<file path="src/rtl/paddle_ctrl.sv">
// Paddle position controller: accumulates per-player press pulses during a frame
// and applies them once per frame so the renderer never sees a mid-frame move.
module paddle_ctrl #(
  parameter int SCREEN_H = 480,
  parameter int PADDLE_H = 64,
  parameter int STEP     = 8,
  parameter int Y_W      = 10,
  parameter int PEND_W   = 4,
  parameter int INIT_Y   = 208
) (
  input  logic           pixel_clk,
  input  logic           reset,
  input  logic           frame_tick,
  input  logic           enable,
  input  logic           center_req,
  input  logic           PlayerA_up_i,
  input  logic           PlayerA_down_i,
  input  logic           PlayerB_up_i,
  input  logic           PlayerB_down_i,
  output logic [Y_W-1:0] paddleA_y,
  output logic [Y_W-1:0] paddleB_y,
  output logic           paddle_update,
  output logic           busy
);

  localparam int SW = Y_W + PEND_W + 2;
  localparam logic signed [PEND_W-1:0] PMAX_P = PEND_W'(2 ** (PEND_W - 1) - 1);
  localparam logic signed [PEND_W-1:0] PMIN_P = -PMAX_P;
  localparam logic signed [SW-1:0]     STEP_S = SW'(STEP);
  localparam logic signed [SW-1:0]     YMAX_S = SW'(SCREEN_H - PADDLE_H);
  localparam logic [Y_W-1:0]           INIT_V = Y_W'(INIT_Y);

  typedef enum logic [1:0] {S_IDLE, S_SNAP, S_WRITE} state_t;

  state_t                    r_state;
  logic signed [PEND_W-1:0]  r_pendA, r_pendB, r_snapA, r_snapB;
  logic signed [SW-1:0]      r_sumA, r_sumB;
  logic [Y_W-1:0]            r_yA, r_yB;
  logic                      r_center, r_centerSnap, r_update, r_busy;

  logic                      w_take;
  logic signed [PEND_W-1:0]  w_pendANext, w_pendBNext;
  logic signed [SW-1:0]      w_sumA, w_sumB;
  logic [Y_W-1:0]            w_clampA, w_clampB;

  function automatic logic signed [PEND_W-1:0] satStep(input logic signed [PEND_W-1:0] p,
                                                       input logic up, input logic dn);
    satStep = p;
    if (dn && !up && p != PMAX_P)      satStep = p + PEND_W'(1);
    else if (up && !dn && p != PMIN_P) satStep = p - PEND_W'(1);
  endfunction

  function automatic logic [Y_W-1:0] clampY(input logic signed [SW-1:0] s);
    if (s < 0)           clampY = '0;
    else if (s > YMAX_S) clampY = YMAX_S[Y_W-1:0];
    else                 clampY = s[Y_W-1:0];
  endfunction

  // A pulse coincident with an accepted tick lands in the freshly cleared counter.
  always_comb begin
    w_take      = (r_state == S_IDLE) && frame_tick;
    w_pendANext = '0;
    w_pendBNext = '0;
    if (enable) begin
      w_pendANext = satStep(w_take ? '0 : r_pendA, PlayerA_up_i, PlayerA_down_i);
      w_pendBNext = satStep(w_take ? '0 : r_pendB, PlayerB_up_i, PlayerB_down_i);
    end
    w_sumA   = $signed(SW'(r_yA)) + $signed({{(SW-PEND_W){r_snapA[PEND_W-1]}}, r_snapA}) * STEP_S;
    w_sumB   = $signed(SW'(r_yB)) + $signed({{(SW-PEND_W){r_snapB[PEND_W-1]}}, r_snapB}) * STEP_S;
    w_clampA = clampY(r_sumA);
    w_clampB = clampY(r_sumB);
  end

  always_ff @(posedge pixel_clk) begin
    if (reset) begin
      r_state      <= S_IDLE;
      r_pendA      <= '0;
      r_pendB      <= '0;
      r_snapA      <= '0;
      r_snapB      <= '0;
      r_sumA       <= '0;
      r_sumB       <= '0;
      r_yA         <= INIT_V;
      r_yB         <= INIT_V;
      r_center     <= 1'b0;
      r_centerSnap <= 1'b0;
      r_update     <= 1'b0;
      r_busy       <= 1'b0;
    end else begin
      r_pendA  <= w_pendANext;
      r_pendB  <= w_pendBNext;
      r_update <= 1'b0;
      // A new request wins over the clear so a late request still applies next frame.
      if (center_req)
        r_center <= 1'b1;
      else if (r_state == S_WRITE && r_centerSnap)
        r_center <= 1'b0;

      case (r_state)
        S_IDLE: begin
          if (frame_tick) begin
            r_snapA      <= r_pendA;
            r_snapB      <= r_pendB;
            r_centerSnap <= r_center;
            r_busy       <= 1'b1;
            r_state      <= S_SNAP;
          end
        end
        S_SNAP: begin
          r_sumA  <= w_sumA;
          r_sumB  <= w_sumB;
          r_state <= S_WRITE;
        end
        S_WRITE: begin
          if (r_centerSnap) begin
            r_yA     <= INIT_V;
            r_yB     <= INIT_V;
            r_update <= 1'b1;
          end else begin
            r_yA     <= w_clampA;
            r_yB     <= w_clampB;
            r_update <= (w_clampA != r_yA) || (w_clampB != r_yB);
          end
          r_busy  <= 1'b0;
          r_state <= S_IDLE;
        end
        default: begin
          r_busy  <= 1'b0;
          r_state <= S_IDLE;
        end
      endcase
    end
  end

  assign paddleA_y     = r_yA;
  assign paddleB_y     = r_yB;
  assign paddle_update = r_update;
  assign busy          = r_busy;

endmodule

</file>
<file path="config.mk">
export PLATFORM = sky130hd
export DESIGN_NAME = paddle_ctrl
export DESIGN_NICKNAME = d
export VERILOG_FILES = /design/src/rtl/paddle_ctrl.sv
export SDC_FILE = /design/constraint.sdc
export NUM_CORES = 1
export LEC_CHECK = 0
export CORE_ASPECT_RATIO = 2
export CORE_MARGIN = 2
export CORE_UTILIZATION = 60
export CTS_BUF_LIST = sky130_fd_sc_hd__clkbuf_8
export DETAILED_ROUTE_END_ITERATION = 10
export GPL_TIMING_DRIVEN = 0
export PLACE_DENSITY = 0.88
export SYNTH_ARGS = -nofsm -noshare
export SYNTH_HDL_FRONTEND = slang
export SYNTH_SLANG_ARGS = --single-unit
</file>
<file path="constraint.sdc">
create_clock -name pixel_clk -period 3.3 [get_ports pixel_clk]
set_input_delay 0.66 -clock pixel_clk [delete_from_list [all_inputs] [get_ports pixel_clk]]
set_output_delay 0.66 -clock pixel_clk [all_outputs]
set_load 0.05 [all_outputs]
</file>
==> flow_summary.toml <==
[setup_path]
timing.rr.end = "r_pendA[2]$_SDFF_PP0_"
critical_path.endpoint = "r_pendA[2]$_SDFF_PP0_"
cp_data_required_time_ps = 3540
critPathMaxFanout = 10
r2r-start = "r_state[1]$_SDFFE_PP0N_"
worst-setup-path-type = "input port to flop"
cp-end-kind = "flop"
rr_worst_depth = 11
cp-start-kind = "input port"
r2r_setup_slack_ps = 670
startpoint = "frame_tick"
critPathArrivalTime_ps = 3250

[die]
initial_core_util_pct = 61.2
die_y_um = 117
die-area_um2 = 7070
ioPinCount = 31
coreArea_um2 = 6260
die-width_um = 60.5
fp-row-count = 41

[grt]
grt_pass1_vias = 3668
track_usage_pct = 30.6
grt_antenna_before_repair = 0
grt_max_degree = 12
grt_pass1_wl_um = 16300
grt_overflow = 0

[yosys]
yosys.area_share.simple_pct = 24.5
synth-compound-area-share_pct = 22.1
synth_edf_count = 0
synth_top_family_by_area = "simple AND/OR/NAND/NOR gates"
syn_nets = 519
syn_area_um2 = 3830
syn_avg_cell_area_um2 = 7.88
synth_mux_area_share_pct = 0.294
synthXorXnorAreaFrac_pct = 4.35
synthAdderAreaFrac_pct = 8.24
syn_inst = 486
synth-seq-area-share_pct = 34.5
synth-seq-cells = 66
synth_ff_type = "dfxtp_1"
ys_types = 56
ys_warn_count = 0
async_flop_share_pct = 0

[power]
power_density_nw_per_um2 = 447
ir_drop_uv = 447
finalPower_mw = 2.01
power_leakage_nw = 1.77

[detailed_routing]
routed_wl_um = 9840
drcViolationCount = 0
wl_per_cell_um = 15.9
vias = 3696
drtIter0Drc = 269
via_per_inst = 5.99
ant_nets = 0
wl_met3_um = 524
dr_wl_met2_um = 5280
wl_met1_um = 3510
drt-pass1-iter-count = 6
highest_layer = "met4"

[timing]
layout_setup_ws_ps = 293
finalHoldViolCount = 0
worst-slew-pin-transition_ps = 809
finalCritPeriodShare_pct = 91.1
rsz0062_at_grt = "no"
maxSlewHeadroom_pct = 45.4
max_freq_mhz = 333
whs_ps = 457
setup_viol = 0
maxSlewViolCount = 0
tns_ps = 0
min_period_ps = 3010
fin_worst_skew_ps = 8.74

[clock_network]
clock-sinks = 66
clk_latency_ps = 370
clk_pin_slew_worst_paths_ps = 70
clockBufferDepth = 2
post_cts_resized = 0
cts_tree = "yes"
numCtsBuffers = 9
cts_hold_buffers = 0
h-tree-depth = 3
postCtsSetupBuffers = 0
cts_root_buf = "clkbuf_8"

[cells_and_area]
final_cell_mix = "75 x nand2_1, 66 x dfxtp_1, 53 x nor2_1"
syn_to_final_growth_pct = 17.4
nFillCells = 518
layout_commonest_cell = "nand2_1"
postLayoutCoreUtil_pct = 71.8
multiInputGateArea_um2 = 2270
seq_area_um2 = 1320
antenna_cells = 0
fin_cells = 617
drive_above_1_share_pct = 5.84
fin_area_um2 = 4490
layout.nets = 559

[place]
gp_congestion = 0.961
place_inst = 601
dpl_worst_slack_ps = -69.5
place_area_um2 = 4230
dp_hpwl_um = 7390
portBuffers = 29

[min_path]
hp-class = "flop to flop"

[job]
max_cap_viol_count = 0

[run_status]
status = "complete, no violations"
## worst min path at each step
stage | startpoint | endpoint | cells after the start
final | r_pendA[3]$_SDFF_PP0_ | r_snapA[3]$_SDFFE_PP0P_ | 2
after floorplan | r_pendA[3]$_SDFF_PP0_ | r_snapA[3]$_SDFFE_PP0P_ | 2
after detailed placement | r_snapA[2]$_SDFFE_PP0P_ | r_snapA[2]$_SDFFE_PP0P_ | 2
after CTS | r_snapA[2]$_SDFFE_PP0P_ | r_snapA[2]$_SDFFE_PP0P_ | 2
after global routing | r_snapA[2]$_SDFFE_PP0P_ | r_snapA[2]$_SDFFE_PP0P_ | 2
after global placement | r_pendA[3]$_SDFF_PP0_ | r_snapA[3]$_SDFFE_PP0P_ | 2
## final cells by class
cell class | instances | area share (%)
plain buffers | 27 | 3.09
clock buffers | 10 | 3.06
clock inverters | 6 | 2.87
inverters | 25 | 2.09
multi-input cells | 368 | 50.6
flip-flops and latches | 66 | 29.4
well taps | 86 | 2.39
repair buffers | 29 | 6.46
## cell families (layout without fill, tap and decap cells)
kind of cell	Yosys count	in the layout
XOR/XNOR	19	19
flip-flops	66	66
adder cells (fa/ha/maj)	24	24
buffers and inverters	52	97
AO/OA/AOI/OAI	124	124
AND/OR/NAND/NOR	200	200
multiplexers	1	1
## critical path: stages
cell and delay [ps]:
clkdlybuf4s50_1 510, or3b_1 390, buf_6 170, nand2_1 150, ha_1 160, inv_1 30, o41ai_1 720, nor2_1 80
o22ai_1 160, xnor2_1 150, nor2_1 60
## synthesized netlist by cell type, drive strengths merged, types with 2 or more instances
| cell type | instances | area share (%) |
|---|---|---|
| nor2 | 53 | 5.2 |
| nor2b | 7 | 1.1 |
| nand2 | 75 | 7.4 |
| o21ai | 18 | 2.5 |
| nand4 | 2 | 0.33 |
| a21boi | 2 | 0.39 |
| ha | 22 | 7.2 |
| o2bb2ai | 2 | 0.46 |
| o211ai | 7 | 1.4 |
| fa | 2 | 1.0 |
| clkbuf | 18 | 1.8 |
| or3 | 5 | 0.82 |
| and2 | 3 | 0.49 |
| a21oi | 44 | 5.8 |
| a211oi | 5 | 0.98 |
| o21a | 3 | 0.59 |
| a21o | 4 | 0.78 |
| o32ai | 4 | 0.91 |
| nor3b | 2 | 0.52 |
| a41oi | 4 | 1.9 |
| or2 | 2 | 0.33 |
| nor4 | 4 | 0.65 |
| dfxtp | 66 | 35 |
| a31oi | 5 | 0.82 |
| nand3 | 4 | 0.52 |
| a311o | 3 | 0.78 |
| nand3b | 9 | 1.8 |
| inv | 25 | 2.5 |
| nand2b | 5 | 0.82 |
| nor3 | 22 | 3.0 |
| nor4b | 2 | 0.46 |
| a311oi | 3 | 0.69 |
| o41ai | 2 | 0.46 |
| xor2 | 6 | 1.4 |
| a22oi | 11 | 2.2 |
| a211o | 3 | 0.69 |
| xnor2 | 13 | 3.0 |
| buf | 9 | 1.9 |
## registers in the layout, indices dropped and copies added (netlist names)
| name | cells |
|---|---|
| r_snapA | 4 |
| r_centerSnap | 1 |
| r_pendB | 4 |
| paddleA_y | 10 |
| paddleB_y | 10 |
| r_sumA | 12 |
| busy | 1 |
| r_snapB | 4 |
| r_sumB | 12 |
| paddle_update | 1 |
| r_pendA | 4 |
| r_state | 2 |
| r_center | 1 |
## report_power, final
part	internal [mW]	total, mW	switching [mW]
clock	0.595	0.917	0.322
sequential	0.819	0.848	0.0285
combinational	0.0904	0.243	0.153
total	1.50	2.01	0.503
## per-layer routing
| layer | vias up | GRT usage, % |
|---|---|---|
| met5 | - | 0 |
| met4 | 0 | 20.6 |
| met3 | 47 | 6.37 |
| met2 | 144 | 55.1 |
| met1 | 1726 | 30.0 |
| li1 | 1779 | - |
Note: power is estimated with default switching activity, not from simulation.
